## src/rtl/team_11_wb_master_arbiter.sv

```systemverilog
// team_11 Wishbone master arbiter.
// Round-robin sharing of one classic single-beat Wishbone master port among
// NUM_REQ internal requesters, with a per-transfer timeout so that a silent
// upstream arbitrator cannot stall a requester forever.
module team_11_wb_master_arbiter #(
  parameter int NUM_REQ = 2,
  parameter int TIMEOUT = 255
) (
  input  logic                   wb_clk_i,
  input  logic                   nrst,
  input  logic [NUM_REQ-1:0]     req_valid,
  input  logic [NUM_REQ-1:0]     req_we,
  input  logic [32*NUM_REQ-1:0]  req_adr,
  input  logic [32*NUM_REQ-1:0]  req_wdata,
  input  logic [4*NUM_REQ-1:0]   req_sel,
  output logic [NUM_REQ-1:0]     req_done,
  output logic [NUM_REQ-1:0]     req_err,
  output logic [31:0]            req_rdata,
  output logic [31:0]            ADR_O,
  output logic [31:0]            DAT_O,
  output logic [3:0]             SEL_O,
  output logic                   WE_O,
  output logic                   STB_O,
  output logic                   CYC_O,
  input  logic [31:0]            DAT_I,
  input  logic                   ACK_I,
  output logic                   busy,
  output logic [1:0]             grant_id
);

  localparam int               CW       = (TIMEOUT < 1) ? 1 : $clog2(TIMEOUT + 1);
  localparam bit               TO_EN    = (TIMEOUT != 0);
  localparam logic [CW-1:0]    CNT_LAST = CW'((TIMEOUT > 0) ? (TIMEOUT - 1) : 0);

  typedef enum logic [1:0] {
    ST_IDLE = 2'd0,
    ST_BUS  = 2'd1,
    ST_RESP = 2'd2
  } state_e;

  state_e               state_q;
  logic [1:0]           last_grant_q;
  logic [1:0]           grant_id_q;
  logic [CW-1:0]        cnt_q;
  logic [31:0]          adr_q;
  logic [31:0]          dat_q;
  logic [3:0]           sel_q;
  logic                 we_q;
  logic                 stb_q;
  logic                 cyc_q;
  logic [31:0]          rdata_q;
  logic [NUM_REQ-1:0]   done_q;
  logic [NUM_REQ-1:0]   err_q;
  logic                 busy_q;

  // Requester fields re-packed into fixed 4-entry tables so a 2-bit index is always in range.
  logic [31:0] adr_a   [4];
  logic [31:0] wdata_a [4];
  logic [3:0]  sel_a   [4];
  logic [3:0]  we_a;
  logic [3:0]  valid_a;

  for (genvar g = 0; g < 4; g++) begin : g_unpack
    if (g < NUM_REQ) begin : g_real
      assign adr_a[g]   = req_adr[32*g +: 32];
      assign wdata_a[g] = req_wdata[32*g +: 32];
      assign sel_a[g]   = req_sel[4*g +: 4];
      assign we_a[g]    = req_we[g];
      assign valid_a[g] = req_valid[g];
    end else begin : g_pad
      assign adr_a[g]   = 32'h0000_0000;
      assign wdata_a[g] = 32'h0000_0000;
      assign sel_a[g]   = 4'b0000;
      assign we_a[g]    = 1'b0;
      assign valid_a[g] = 1'b0;
    end
  end

  // Round-robin pick: first valid requester after 'last', wrapping; returns {found, index}.
  function automatic logic [2:0] pick_winner(input logic [3:0] valid, input logic [1:0] last);
    logic       found;
    logic [1:0] idx;
    logic [2:0] sum;
    found = 1'b0;
    idx   = 2'd0;
    for (int k = 1; k <= NUM_REQ; k++) begin
      sum = {1'b0, last} + 3'(k);
      sum = (sum >= 3'(NUM_REQ)) ? (sum - 3'(NUM_REQ)) : sum;
      if (!found && valid[sum[1:0]]) begin
        found = 1'b1;
        idx   = sum[1:0];
      end else begin
        found = found;
      end
    end
    return {found, idx};
  endfunction

  logic [2:0] pick_s;
  logic       win_found_s;
  logic [1:0] win_idx_s;

  // Arbitration decision for the current cycle, consumed only in IDLE.
  always_comb begin
    pick_s      = pick_winner(valid_a, last_grant_q);
    win_found_s = pick_s[2];
    win_idx_s   = pick_s[1:0];
  end

  // Main transfer FSM; every output is a register written here.
  always_ff @(posedge wb_clk_i or negedge nrst) begin
    if (!nrst) begin
      state_q      <= ST_IDLE;
      last_grant_q <= 2'(NUM_REQ - 1);
      grant_id_q   <= 2'd0;
      cnt_q        <= '0;
      adr_q        <= 32'h0000_0000;
      dat_q        <= 32'h0000_0000;
      sel_q        <= 4'b0000;
      we_q         <= 1'b0;
      stb_q        <= 1'b0;
      cyc_q        <= 1'b0;
      rdata_q      <= 32'h0000_0000;
      done_q       <= '0;
      err_q        <= '0;
      busy_q       <= 1'b0;
    end else begin
      case (state_q)
        ST_IDLE: begin
          if (win_found_s) begin
            adr_q        <= adr_a[win_idx_s];
            dat_q        <= wdata_a[win_idx_s];
            sel_q        <= sel_a[win_idx_s];
            we_q         <= we_a[win_idx_s];
            stb_q        <= 1'b1;
            cyc_q        <= 1'b1;
            last_grant_q <= win_idx_s;
            grant_id_q   <= win_idx_s;
            cnt_q        <= '0;
            busy_q       <= 1'b1;
            state_q      <= ST_BUS;
          end else begin
            state_q      <= ST_IDLE;
          end
        end
        ST_BUS: begin
          if (ACK_I) begin
            // ACK takes priority over a simultaneous timeout expiry.
            if (!we_q) begin
              rdata_q <= DAT_I;
            end else begin
              rdata_q <= rdata_q;
            end
            adr_q   <= 32'h0000_0000;
            dat_q   <= 32'h0000_0000;
            sel_q   <= 4'b0000;
            we_q    <= 1'b0;
            stb_q   <= 1'b0;
            cyc_q   <= 1'b0;
            done_q  <= NUM_REQ'(1'b1) << grant_id_q;
            err_q   <= '0;
            state_q <= ST_RESP;
          end else if (TO_EN && (cnt_q == CNT_LAST)) begin
            adr_q   <= 32'h0000_0000;
            dat_q   <= 32'h0000_0000;
            sel_q   <= 4'b0000;
            we_q    <= 1'b0;
            stb_q   <= 1'b0;
            cyc_q   <= 1'b0;
            done_q  <= NUM_REQ'(1'b1) << grant_id_q;
            err_q   <= NUM_REQ'(1'b1) << grant_id_q;
            state_q <= ST_RESP;
          end else begin
            cnt_q   <= cnt_q + CW'(1);
          end
        end
        ST_RESP: begin
          done_q  <= '0;
          err_q   <= '0;
          busy_q  <= 1'b0;
          state_q <= ST_IDLE;
        end
        default: begin
          adr_q   <= 32'h0000_0000;
          dat_q   <= 32'h0000_0000;
          sel_q   <= 4'b0000;
          we_q    <= 1'b0;
          stb_q   <= 1'b0;
          cyc_q   <= 1'b0;
          done_q  <= '0;
          err_q   <= '0;
          busy_q  <= 1'b0;
          state_q <= ST_IDLE;
        end
      endcase
    end
  end

  assign ADR_O     = adr_q;
  assign DAT_O     = dat_q;
  assign SEL_O     = sel_q;
  assign WE_O      = we_q;
  assign STB_O     = stb_q;
  assign CYC_O     = cyc_q;
  assign req_rdata = rdata_q;
  assign req_done  = done_q;
  assign req_err   = err_q;
  assign busy      = busy_q;
  assign grant_id  = grant_id_q;

endmodule

```

## config.mk

```make
export PLATFORM = sky130hd
export DESIGN_NAME = team_11_wb_master_arbiter
export DESIGN_NICKNAME = d
export VERILOG_FILES = /design/src/rtl/team_11_wb_master_arbiter.sv
export SDC_FILE = /design/constraint.sdc
export NUM_CORES = 1
export LEC_CHECK = 0
export CAP_MARGIN = 10
export CORE_MARGIN = 2
export CORE_UTILIZATION = 40
export DETAILED_ROUTE_END_ITERATION = 8
export GPL_TIMING_DRIVEN = 0
export PLACE_DENSITY = 0.91
export SETUP_SLACK_MARGIN = 0.3
export SLEW_MARGIN = 30
export SYNTH_ARGS = -nofsm -noshare
export SYNTH_HDL_FRONTEND = slang
export SYNTH_SLANG_ARGS = --single-unit
```

## constraint.sdc

```tcl
create_clock -name wb_clk_i -period 1.7 [get_ports wb_clk_i]
set_input_delay 0.34 -clock wb_clk_i [delete_from_list [all_inputs] [get_ports wb_clk_i]]
set_output_delay 0.34 -clock wb_clk_i [all_outputs]
set_load 0.02 [all_outputs]
```

==> impl.org, run 1 <==
** Hold path
- The min-delay analysis places its worst path in the category in -> async.

** STA
- Fin crit period :: 1.63 ns
- Adding up every negative setup slack in the final design gives 0 ns.
- Worst Tran Pin Value :: 0.511 ns
- FMAX :: 0.614 GHz
- Clock Skew :: 0.00597 ns
- Final clock period utilization by the worst path :: 0.959
- Setup violations remaining at the end of the flow were counted as 0.
- RSZ-0062 raised after global routing :: yes
- The number of max-slew violations in the final report came to 0.
- Hold violation total from the final report :: 0
- Measured against its own limit, the worst slew margin works out to 0.659.

** Logic synthesis
- Sorting the synthesized cells by how often they occur yields sky130_fd_sc_hd__dfrtp_1, sky130_fd_sc_hd__mux2i_1, sky130_fd_sc_hd__o2bb2ai_1.
- Synthesized-area fraction occupied by ao, oa, aoi and oai cells :: 0.160
- For this run, the number of Yosys warnings is 0.
- Of the synthesized area, sequential elements account for 0.559.
- In this run, distinct cell masters in the synthesized netlist total 41.
- The synthesized design spends more area on one cell type than any other, namely sky130_fd_sc_hd__dfrtp_1.
- After synthesis, the largest family of logic cells by area is multiplexers.
- Post-Synth Simple-Gate Area :: 0.0405
- Of the total synthesized cell area, the portion taken by full adders, half adders and majority gates is 0.00466.
- For this run, asynchronously set or reset flops after synthesis account for 1.00.
- Sorting the synthesized cells by area gives the leading types as sky130_fd_sc_hd__dfrtp_1, sky130_fd_sc_hd__mux2i_1, sky130_fd_sc_hd__o2bb2ai_1.
- Xor-xnor portion of the synthesized cell area :: 0.00489
- Dominant register cell in the synthesized netlist :: sky130_fd_sc_hd__dfrtp_1
- Synthesized Nets :: 561
- Counting flops with a built-in enable in the synthesized netlist gives 0.
- Cells after synthesis :: 384
- The synthesized design contains 120 register bits.
- The share of synthesized area in the top cell type comes to 0.554.
- Most instantiated library cell after synthesis :: sky130_fd_sc_hd__dfrtp_1
- Average instance area after synthesis :: 14.0 um2
- Post-synthesis mux area share :: 0.196
- Post-synthesis cell area :: 5370 um2

** Layout
- Share of final-layout standard cells stronger than drive strength 1 :: 0.388
- Once layout is done, the placed cells without fillers occupy 9460 um2.
- Layout-stage area growth over the synthesis result :: 76.2%
- Final cell count without fillers :: 906
- Final-stage net count :: 894
- Final core utilization :: 0.718
- The repair_antennas step left the layout with diodes totalling 0.

** Global route
- The number of antenna violations at the first check in global routing came to 0.
- Global-route wire length before repair :: 27100 um
- The via count of the first global-routing pass was 4946.
- Total routing resource utilization after global routing :: 0.249
- Final global-route overflow total :: 0
- Pin count of the biggest net entering global routing :: 68

** Clocking
- The longest clock path from root to sink contains 2 buffers.
- Number of sinks driven by the clock tree :: 120
- Clock buffers created by TritonCTS :: 17
- Cell at the root of the clock tree :: sky130_fd_sc_hd__clkbuf_16
- Clk slew on worst S/H paths :: 0.06 ns
- H-tree levels :: 4
- TritonCTS clock tree :: built
- Latest clock arrival within the worst-skew pair :: 0.41 ns

** Floorplan
- The die is 120 um tall.
- Standard-cell row count :: 42
- The initial utilization of the core area, before any placement, comes to 0.407.
- CORE AREA :: 13200 um2
- Num ports :: 285
- Die Width :: 120 um
- Area of the die :: 14400 um2

** Routing
- The first detailed-routing pass ran for 4 iterations.
- Post-Route M1 WL :: 7210 um
- For this block, the initial DRC count from the detailed router was 225.
- After detailed routing, the met2 layer carries 10700 um of wire.
- After detailed routing, the number of remaining DRC violations is 0.
- Via Count :: 4744
- Total wire length :: 19600 um
- In this run the remaining antenna-violating nets after routing total 0.
- Top layer reached by signal wires :: met4
- DR WL/cell :: 21.6 um
- Length of routed met3 wiring :: 1030 um
- After detailed routing, the number of vias per cell comes to 5.24.

** Critical path
- Data on the critical path is required at its endpoint by 1.99 ns.
- STA classifies the critical path endpoint as a flip-flop.
- Maximum net fanout on the critical path :: 10
- Origin of the critical flop-to-flop path :: last_grant_q[0]
- The worst setup path is launched from a flip-flop.
- STA puts the critical path data arrival time at 1.92 ns.
- Cell depth of the worst flop-to-flop path :: 6
- The worst register-to-register path ends at ADR_O[14].
- FF-to-FF setup slack :: 0.07 ns
- The critical path in this run is classified as reg -> reg.

** Place
- Input and output buffers added on the ports amount to 284.
- The congestion estimate from routability-driven global placement came to 0.868.
- Summing all placed instances gives a cell area of 8600 um2.
- HPWL after DPL :: 13400 um
- The number of placed instances, taps included, is 845.

** Pwr
- The completed layout was analyzed and its total power is 16.5 mW.
- Power density normalized to cell area :: 1740 nW/um2
- Across the VDD grid, the largest voltage drop is 819 uV.
- For this design the static power due to leakage is 4.41 nW.

** Flow run
- Max-cap violations in this run came to 0.

** Outcome
- Outcome :: complete, no violations
## flip-flops by register name, indices dropped and copies added (netlist names)
| register | count |
|---|---|
| req_done | 2 |
| ADR_O | 32 |
| req_rdata | 32 |
| req_err | 2 |
| WE_O | 1 |
| DAT_O | 32 |
| CYC_O | 1 |
| SEL_O | 4 |
| last_grant_q | 2 |
| grant_id | 1 |
| busy | 1 |
| state_q | 2 |
| cnt_q | 8 |
## repair_timing
action | 4_1_cts | 5_1_grt
pin swaps | 1 | 14
setup buffers | 6 | 14
hold buffers | 1 | 0
gates cloned | 0 | 8
endpoints found under the hold margin | 66 | 0
endpoints found under the setup margin | 229 | 174
gates resized for setup | 315 | 186
## critical path, cell delays in order (launching register included)
cell and delay, ns:
sky130_fd_sc_hd__dfstp_2 0.58, sky130_fd_sc_hd__o21ai_2 0.07, sky130_fd_sc_hd__nand2_2 0.13, sky130_fd_sc_hd__buf_12 0.13, sky130_fd_sc_hd__buf_6 0.17, sky130_fd_sc_hd__mux2i_2 0.32, sky130_fd_sc_hd__o2bb2ai_4 0.10
## how the worst max path moves through the flow
stage / start / to / slack, ns / cells after the start
finish: last_grant_q[0] / ADR_O[14] / 0.07 / 6
global route: last_grant_q[0] / ADR_O[14] / 0.04 / 6
CTS: cnt_q[0] / ADR_O[29] / 0.08 / 8
detailed placement: req_valid[1] / DAT_O[13] / -0.53 / 5
global placement: nrst / WE_O / -4.53 / 1
floorplan: cnt_q[0] / ADR_O[21] / 0.22 / 8
## power breakdown
| group | internal [mW] | total, mW | switching, mW |
|---|---|---|---|
| Combinational | 3.74 | 7.93 | 4.19 |
| Clock | 2.34 | 3.60 | 1.26 |
| Sequential | 4.08 | 4.94 | 0.864 |
| Total | 10.2 | 16.5 | 6.31 |
## layer usage
metal / vias to the layer above / track usage
li1: 2129 / -
met1: 2353 / 0.276
met2: 213 / 0.453
met3: 49 / 0.0551
met4: 0 / 0.115
met5: - / 0
## area by class of cell
cell class	count	area [um2]
Tap cell	176	220
Inverter	4	15.0
Sequential cell	120	3010
Clock inverter	8	92.6
Timing Repair Buffer	314	2760
Fill cell	866	3730
Multi-Input combinational cell	232	2530
Clock buffer	24	502
Buffer	28	335
## per-stage QoR
stage / setup slack [ns] / hold slack (ns)
finish: 0.0704 / 0.453
global route: 0.0441 / 0.502
CTS: 0.0759 / 0.471
detailed placement: -0.529 / 0.316
global placement: -4.53 / 0.472
floorplan: 0.220 / 0.0444
## kinds of logic after synthesis
logic type | count (synthesis)
flops | 120
mux | 101
compound gates | 95
buf+inv | 32
simple gates | 31
xor+xnor | 3
fa+ha+maj | 2
## layout by cell type, fill, tap and decap left out, types with 4 or more instances in the layout
cell type,n
sky130_fd_sc_hd__clkdlybuf4s50_1,172
sky130_fd_sc_hd__dfrtp_1,115
sky130_fd_sc_hd__mux2i_1,58
sky130_fd_sc_hd__buf_2,57
sky130_fd_sc_hd__clkbuf_2,56
sky130_fd_sc_hd__o2bb2ai_1,51
sky130_fd_sc_hd__mux2_4,32
sky130_fd_sc_hd__clkbuf_16,25
sky130_fd_sc_hd__o2bb2ai_2,15
sky130_fd_sc_hd__buf_6,13
sky130_fd_sc_hd__buf_4,13
sky130_fd_sc_hd__buf_12,10
sky130_fd_sc_hd__mux2i_2,7
sky130_fd_sc_hd__clkbuf_4,5
sky130_fd_sc_hd__nor2_1,5
sky130_fd_sc_hd__buf_8,5
sky130_fd_sc_hd__clkinv_2,5
sky130_fd_sc_hd__clkbuf_8,5
sky130_fd_sc_hd__dfrtp_2,4
sky130_fd_sc_hd__nand3_1,4
sky130_fd_sc_hd__o21ai_1,4
sky130_fd_sc_hd__mux2i_4,4
sky130_fd_sc_hd__o21ai_0,4
sky130_fd_sc_hd__a22o_1,4
sky130_fd_sc_hd__nand2_1,4
(Power assumes the default switching activity.)
==> run 2: changes to the inputs <==
--- a/config.mk
+++ b/config.mk
@@ -6,12 +6,12 @@
 export NUM_CORES = 1
 export LEC_CHECK = 0
 export CAP_MARGIN = 10
-export CORE_MARGIN = 2
+export CORE_MARGIN = 8
 export CORE_UTILIZATION = 40
 export DETAILED_ROUTE_END_ITERATION = 8
 export GPL_TIMING_DRIVEN = 0
 export PLACE_DENSITY = 0.91
-export SETUP_SLACK_MARGIN = 0.3
+export SETUP_SLACK_MARGIN = 0.15
 export SLEW_MARGIN = 30
 export SYNTH_ARGS = -nofsm -noshare
 export SYNTH_HDL_FRONTEND = slang
==> impl.org, run 2 (same netlist as run 1, synthesis figures left out) <==
** Clocking
- The tree built by TritonCTS fans out to 120 sinks.
- TritonCTS created 17 clock buffers.
- The clock passes through at most 2 buffers.
- At the later pin of the worst-skew pair, clock insertion delay measures 0.40 ns.
- H-tree levels :: 4
- TritonCTS built the clock tree.
- In this run the clock root is driven by a sky130_fd_sc_hd__clkbuf_16.
- Clock-pin slew was measured on the worst setup and hold paths at 0.06 ns.

** Place
- After detailed placement, the total cell area comes to 8470 um2.
- Detailed placement finished with a half-perimeter wire length of 14500 um.
- At the end of routability-driven placement, the weighted congestion stood at 0.860.
- The count of buffers added on input and output ports is 284.
- Setup slack at placement :: -0.623 ns

** Layout
- Leading cell type in the layout, fill and taps excluded :: sky130_fd_sc_hd__clkdlybuf4s50_1
- Final-stage net count :: 894
- For this run, the share of the core covered by cells in the final layout is 0.768.
- Footprint of the multi-input gates :: 2800 um2
- The layout has 770 filler cells.
- Final cell area excluding filler cells :: 10100 um2
- In the layout the commonest cells are sky130_fd_sc_hd__clkdlybuf4s50_1, sky130_fd_sc_hd__dfrtp_1, sky130_fd_sc_hd__dlygate4sd2_1.
- Share of final-layout standard cells stronger than drive strength 1 :: 0.264
- Layout-stage area growth over the synthesis result :: 88.7%
- Across the whole layout, storage elements account for 3010 um2.

** Global route
- Pin count of the biggest net entering global routing :: 64
- Number of antenna violations at the first check in global routing :: 1
- Global-route wire length before repair :: 31900 um
- Summed over all layers, the global routing overflow is 0.
- Number of global-route vias before repair :: 5559
- In the global route stage, overall resource usage came out at 0.234.

** Critical path
- STA classifies the critical path startpoint as a flip-flop.
- The worst register-to-register path has a setup slack of 0.03 ns.
- CP arrival :: 1.95 ns
- Last element of the critical path :: DAT_O[30]
- Kind of critical path :: reg -> reg
- Origin of the critical flop-to-flop path :: last_grant_q[0]
- Of all nets on the critical path, the largest fanout is 10.
- The worst setup path is captured at a flip-flop.
- Required arrival time at the worst endpoint :: 1.98 ns
- CP top delay family :: flip-flops
- Counting buffers and inverters, the worst setup path is 5 cells deep.
- Longest individual stage delay on the worst path :: 0.55 ns
- The most critical setup path has its startpoint at last_grant_q[0].
- Traced cell by cell, the critical path runs through o21ai_2, nand2_4, buf_4, mux2i_1, o2bb2ai_4.
- The slowest stage of the critical path is the sky130_fd_sc_hd__dfstp_2 cell.
- Worst r2r dst :: DAT_O[30]
- The number of buffers and inverters on the critical path is 1.
- For the worst flop-to-flop path, the logic depth is 5.

** Pwr
- Total power of the final layout :: 17.8 mW
- Comb pwr share :: 0.509
- Power density normalized to cell area :: 1760 nW/um2
- Leakage :: 4.64 nW
- The internal portion of the total power is 11.0 mW.
- Proportion of power drawn by the clock network :: 0.210
- For this design the total switching power over the nets is 6.80 mW.
- The share of total power dissipated in sequential elements is 0.281.
- The worst-case IR drop observed on VDD is 1000 uV.
- Of the total power, the share spent switching nets is 0.382.

** Outcome
- The run finished with clean final reports.

** STA
- Setup Viol. Count Final :: 0
- Final clock period utilization by the worst path :: 0.982
- Max Slew Vio Count :: 0
- Clock Skew :: 0.00735 ns
- The number of hold-slack violations in the final timing report came to 0.
- Normalized max-slew margin :: 0.664
- Setup slack on the critical path of the routed design comes to 0.0305 ns.
- For this run, the top clock speed supported by timing is 0.599 GHz.
- RSZ-0062 raised after global routing :: yes
- Sum of negative setup slack :: 0 ns
- Worst Tran Pin Value :: 0.504 ns
- The smallest clock period supported by the final layout is computed as 1.67 ns.

** Floorplan
- Area of the die :: 17400 um2
- Floorplan die height :: 132 um
- Standard-cell row count :: 42
- In this run the horizontal extent of the chip is 132 um.
- Starting density of the core :: 0.407
- In this run the standard cell core region covers 13200 um2.
- 285 I/O pins were placed.

** Routing
- Once detail routing completed, the nets flagged for antenna violations numbered 0.
- Wires add up to 21500 um.
- After the first detailed-routing iteration, the DRC count stood at 310.
- Number of iterations in the first detailed-routing pass :: 4
- # DRC :: 0
- Ratio of routed vias to standard cells :: 5.26
- The final route contains 4755 vias.
- DR WL/cell :: 23.8 um

** Flow run
- Max-cap violations in this run came to 0.

** Hold path
- The path class of the tightest hold or removal check is in -> async.
[run 2: how the worst min path moves through the flow]
stage	from	end	slack [ns]	cells past startpoint
finish	nrst	req_rdata[29]	0.48	2
global placement	req_rdata[6]	req_rdata[6]	0.47	1
global route	req_rdata[29]	req_rdata[29]	0.50	1
floorplan	nrst	ADR_O[0]	0.04	0
detailed placement	nrst	req_rdata[28]	0.31	1
CTS	nrst	req_rdata[29]	0.47	2
[run 2: what timing repair did]
item	CTS	global route
setup buffers	15	4
setup endpoints to repair	222	105
hold endpoints to repair	62	0
cloned	6	3
gates resized for setup	221	66
hold buffers	1	0
pin swaps	28	11
[run 2: area by class of cell]
class	count	area share
sequential	120	0.297
antenna	1	0.000247
multi-input combinational	232	0.277
tap	176	0.0217
clock inverter	7	0.0116
clock buffer	22	0.0488
inverter	4	0.00148
timing repair buffer	314	0.312
buffer	28	0.0311
[run 2: through the flow]
| step | cells | hold slack [ns] |
|---|---|---|
| floorplan | 384 | 0.0444 |
| global placement | 844 | 0.468 |
| detailed placement | 845 | 0.308 |
| CTS | 896 | 0.474 |
| global route | 904 | 0.502 |
| finish | 904 | 0.480 |
[run 2: worst register-to-register path, delay by kind of cell (launching register included)]
kind | cells | cell delay [ns]
AND/OR/NAND/NOR | 1 | 0.18
flip-flops | 1 | 0.55
multiplexers | 1 | 0.37
buffers and inverters | 1 | 0.26
AO/OA/AOI/OAI | 2 | 0.18
[run 2: power groups by stage]
stage	sequential [mW]	combinational, mW	clock (mW)
2_1_floorplan	6.13	2.36	0
3_3_place_gp	4.77	7.23	0
3_5_place_dp	4.84	7.41	0
4_1_cts	4.86	8.19	3.75
5_1_grt	5.12	9.51	3.90
6_report	5.00	9.05	3.74
[run 2: per-layer routing]
metal  share of wire  vias up  global-route usage
met5               0        -                   0
li1                -     2119                   -
met4           0.033        0              0.0989
met3           0.053       45              0.0724
met2            0.52      208               0.420
met1            0.39     2383               0.247
